**src/rtl/div_by_const_serial.sv**
```systemverilog
// Unsigned divide by a constant, DIGIT_BITS dividend bits per cycle via a (rem, digit) lookup table.
// Latency: out_valid rises N = DATA_WIDTH/DIGIT_BITS cycles after the accept edge.
// Backpressure: one operation in flight; results held in DONE until out_ready, in_ready low meanwhile.
module div_by_const_serial #(
    parameter int DATA_WIDTH = 20,
    parameter int DIVISOR    = 3,
    parameter int DIGIT_BITS = 2,
    localparam int REM_W     = $clog2(DIVISOR)
) (
    input  logic                  sys_clock,
    input  logic                  reset_n,
    input  logic                  in_valid,
    output logic                  in_ready,
    input  logic [DATA_WIDTH-1:0] dividend,
    output logic                  out_valid,
    input  logic                  out_ready,
    output logic [DATA_WIDTH-1:0] quotient,
    output logic [REM_W-1:0]      remainder
);

    localparam int N        = DATA_WIDTH / DIGIT_BITS;
    localparam int CNT_W    = (N > 1) ? $clog2(N) : 1;
    localparam int IDX_W    = REM_W + DIGIT_BITS;
    localparam int LUT_SIZE = 1 << IDX_W;

    if ((DATA_WIDTH % DIGIT_BITS) != 0 || DIVISOR < 2 || DIGIT_BITS < 1 || DIGIT_BITS > 4)
    begin : g_bad_params
        $error("div_by_const_serial: illegal DATA_WIDTH/DIVISOR/DIGIT_BITS combination");
    end

    typedef enum logic [1:0] {
        IDLE = 2'd0,
        RUN  = 2'd1,
        DONE = 2'd2
    } state_t;

    state_t state, state_nxt;

    logic [DATA_WIDTH-1:0] shreg;
    logic [DATA_WIDTH-1:0] qacc;
    logic [DATA_WIDTH-1:0] q_nxt;
    logic [REM_W-1:0]      rem;
    logic [REM_W-1:0]      rem_nxt;
    logic [CNT_W-1:0]      count;
    logic [IDX_W-1:0]      lut_idx;
    logic [DIGIT_BITS-1:0] qdigit;
    logic                  accept;
    logic                  last_iter;

    // Table index equals t = rem*2^DIGIT_BITS + digit; rows with rem >= DIVISOR never occur.
    logic [DIGIT_BITS-1:0] lut_q [LUT_SIZE];
    logic [REM_W-1:0]      lut_r [LUT_SIZE];

    for (genvar i = 0; i < LUT_SIZE; i++) begin : g_lut
        localparam bit LIVE = (i >> DIGIT_BITS) < DIVISOR;
        localparam int QV   = LIVE ? (i / DIVISOR) : 0;
        localparam int RV   = LIVE ? (i % DIVISOR) : 0;
        assign lut_q[i] = DIGIT_BITS'(QV);
        assign lut_r[i] = REM_W'(RV);
    end

    assign lut_idx   = {rem, shreg[DATA_WIDTH-1 -: DIGIT_BITS]};
    assign qdigit    = lut_q[lut_idx];
    assign rem_nxt   = lut_r[lut_idx];
    assign q_nxt     = (qacc << DIGIT_BITS) | DATA_WIDTH'(qdigit);
    assign accept    = (state == IDLE) && in_valid;
    assign last_iter = (count == CNT_W'(N - 1));

    always_ff @(posedge sys_clock or negedge reset_n) begin
        if (!reset_n) begin
            state <= IDLE;
        end else begin
            state <= state_nxt;
        end
    end

    always_comb begin
        state_nxt = state;
        case (state)
            IDLE:    if (in_valid)  state_nxt = RUN;
            RUN:     if (last_iter) state_nxt = DONE;
            DONE:    if (out_ready) state_nxt = IDLE;
            default: state_nxt = IDLE;
        endcase
    end

    always_comb begin
        in_ready  = (state == IDLE);
        out_valid = (state == DONE);
    end

    always_ff @(posedge sys_clock or negedge reset_n) begin
        if (!reset_n) begin
            shreg     <= '0;
            qacc      <= '0;
            rem       <= '0;
            count     <= '0;
            quotient  <= '0;
            remainder <= '0;
        end else if (accept) begin
            shreg <= dividend;
            qacc  <= '0;
            rem   <= '0;
            count <= '0;
        end else if (state == RUN) begin
            shreg <= shreg << DIGIT_BITS;
            qacc  <= q_nxt;
            rem   <= rem_nxt;
            count <= count + CNT_W'(1);
            // Result registers change only on the edge entering DONE.
            if (last_iter) begin
                quotient  <= q_nxt;
                remainder <= rem_nxt;
            end
        end
    end

endmodule
```
**config.mk**
```make
export PLATFORM = sky130hd
export DESIGN_NAME = div_by_const_serial
export DESIGN_NICKNAME = d
export VERILOG_FILES = /design/src/rtl/div_by_const_serial.sv
export SDC_FILE = /design/constraint.sdc
export NUM_CORES = 1
export LEC_CHECK = 0
export BUFFER_PORTS_ARGS = -buffer_cell sky130_fd_sc_hd__buf_2
export CORE_MARGIN = 1
export CORE_UTILIZATION = 59
export CTS_CLUSTER_DIAMETER = 120
export DETAILED_ROUTE_END_ITERATION = 8
export PLACE_DENSITY = 0.88
export SYNTH_ARGS = -nofsm -noshare
export SYNTH_HDL_FRONTEND = slang
export SYNTH_SLANG_ARGS = --single-unit
```
**constraint.sdc**
```tcl
create_clock -name sys_clock -period 2.92 [get_ports sys_clock]
set_clock_uncertainty 0.15 [all_clocks]
set_input_delay 0 -clock sys_clock [delete_from_list [all_inputs] [get_ports sys_clock]]
set_output_delay 0 -clock sys_clock [all_outputs]
set_load 0.005 [all_outputs]
```
==> results.cfg <==
[setup_path]
crit_arrival_ns = 2.02
r2r_start = state[1]
r2r_end = quotient[4]
cp-end-kind = flop
reg2reg_depth = 4
cp_max_fo = 30
endpoint = quotient[4]
regToRegSetupSlack_ns = 0.98
start_kind = flop
crit_required_ns = 3.00
startpoint = state[1]
critical_path_class = reg -> reg

[pwr]
p_int_mw = 2.281
power-per-cell-area_nw_per_um2 = 1015
clkPwrFrac = 0.210
ir_worst_vdd_v = 0.0005712
p_leak_nw = 1.737
power.switching_mw = 1.324
p_comb_frac = 0.333
finalPower_mw = 3.606
seq_power_share = 0.457
netSwitchingFraction = 0.3673

[detailed_routing]
drt-initial-drc-count = 150
vias = 2230
dr.pass1.iters = 5
antenna_left = 0
route.detailed.drc = 0
postRouteWirelength_um = 6100
via_per_inst = 5.617
wl_per_cell_um = 15.37

[clock_network]
cts_sinks = 68
clk_pin_slew_ns = 0.07
cts_resized = 0
insertion_delay_ns = 0.34
h-tree-depth = 3
clockRootBuffer = clkbuf_8
post_cts_buffers = 0
cts_buffers = 9
cts_tree = built
clockBufferDepth = 2

[sta]
drv_slew = 0
worst_pin_slew_ns = 0.8174
rsz0062_at_grt = no
fin_crit_sh = 0.6651
fmax_ghz = 0.5149
setup_viol = 0
fin_crit_ns = 1.942
tns_ns = 0
finalHoldViolations = 0
max_slew_margin = 0.4551

[place]
gp_congestion = 0.7621
place_area_um2 = 3132
dp.cells = 358
io_buffers = 47
dp.final_hpwl_um = 3512

[floorplan]
rows = 24
die_w_um = 71.69
coreArea_um2 = 4504
die_area_um2 = 5139
initial_core_util = 0.6361
die_y_um = 71.69
pin_count = 48

[finish]
instances_no_fill = 397
final_cell_mix = 74 x nand2_1, 68 x dfrtp_1, 47 x buf_2, 31 x o21ai_0, 23 x dlygate4sd3_1
drive_above_1_share = 0.2609
nets = 370
areaGrowthSynthToFinish_pct = 24.02
final_common_cell = nand2_1
diodes = 0
utilization = 0.7889
fin_area_um2 = 3553

[synthesis]
synth_nets = 299
synthTopCellsByArea = dfrtp_1 59%, nand2_1 9.7%, mux2_2 7.5%
synth_cell_type_count = 25
synth_area_um2 = 2865
synth_edf_count = 0
ys.flop_type = dfrtp_1
synth_top_area_cell = dfrtp_1
yosys.area.top_type_share = 0.5939
synthArstFlopShare = 1.000
synthCells = 269
yosys_warnings = 0
ys_seq_area_frac = 0.5939
avgSynthCellArea_um2 = 10.65
synth-seq-cells = 68

[run]
max_cap_viol_count = 0

[outcome]
outcome = finished, final reports clean

[min_path]
hp-class = in -> async

[grt]
grt.total_usage = 0.2755
grt_start_max_net_pins = 69
antenna_found_initial = 0
grt_pass1_wl_um = 10610
grt_pass1_vias = 2146
grt_remaining_overflow = 0
[final cells by class]
cell class	count	area [um2]
tap	52	65.06
fill	279	950.9
inverter	4	15.01
sequential	68	1702
multi-input combinational	182	1077
timing repair buffer	75	503.0
clock buffer	10	127.6
clock inverter	6	63.81
[logic make-up after synthesis]
group | after synthesis | share of synthesized area
multiplexers | 20 | 0.07860
flip-flops | 68 | 0.5939
AO/OA/AOI/OAI | 56 | 0.1162
AND/OR/NAND/NOR | 100 | 0.1528
buffers and inverters | 19 | 0.03231
adder cells (fa/ha/maj) | 6 | 0.02620
[registers in the layout (all words and copies together), names as in the netlist]
signal     count
rem            2
quotient      20
count          4
qacc          18
remainder      2
shreg         20
state          2
[worst min path at each step]
stage	slack, ns	cells past startpoint	start	to
CTS	0.25	3	reset_n	quotient[2]
detailed placement	0.07	3	dividend[9]	shreg[9]
floorplan	-0.45	0	reset_n	count[0]
global route	0.25	4	dividend[9]	shreg[9]
finish	0.23	3	reset_n	rem[0]
global placement	0.06	3	dividend[1]	shreg[1]
[cell usage after synthesis, types with 2 or more instances]
cell	instances
nor3_1	2
buf_6	2
a22oi_1	16
nand2b_1	2
dfrtp_1	68
a21oi_1	6
and2b_1	2
mux2_2	19
o21ai_0	31
buf_2	5
a221o_1	2
inv_1	4
nand2_1	74
ha_1	6
clkbuf_1	8
nor2_1	7
nand3_1	7
[critical path, cell delays in order (launching register included)]
cell,delay (ns)
dfrtp_1,0.44
nand2b_4,0.32
nor3_4,0.21
buf_4,0.33
mux2_2,0.38
[power groups by stage]
| stage | sequential (mW) | combinational (mW) | clock, mW |
|---|---|---|---|
| floorplan | 1.59 | 0.805 | 0 |
| global placement | 1.63 | 1.09 | 0 |
| detailed placement | 1.64 | 1.16 | 0 |
| CTS | 1.63 | 1.20 | 0.760 |
| global route | 1.70 | 1.37 | 0.802 |
| finish | 1.65 | 1.20 | 0.757 |
[stage by stage]
stage / worst slack [ns] / hold WS (ns)
CTS: 0.9685 / 0.2479
finish: 0.9779 / 0.2273
detailed placement: 0.9892 / 0.07060
floorplan: 1.175 / -0.4456
global route: 0.8062 / 0.2495
global placement: 1.039 / 0.06375
[routing by layer]
layer  GRT usage  part of all wire
met5           0                 0
met4      0.1394             0.030
met3     0.05907             0.042
met2      0.4161              0.47
met1      0.3814              0.45
[repair_timing]
action	in CTS	in global routing
setup endpoints to repair	0	0
hold buffers	23	0
endpoints found under the hold margin	90	0
Note: power is estimated with default switching activity, not from simulation.
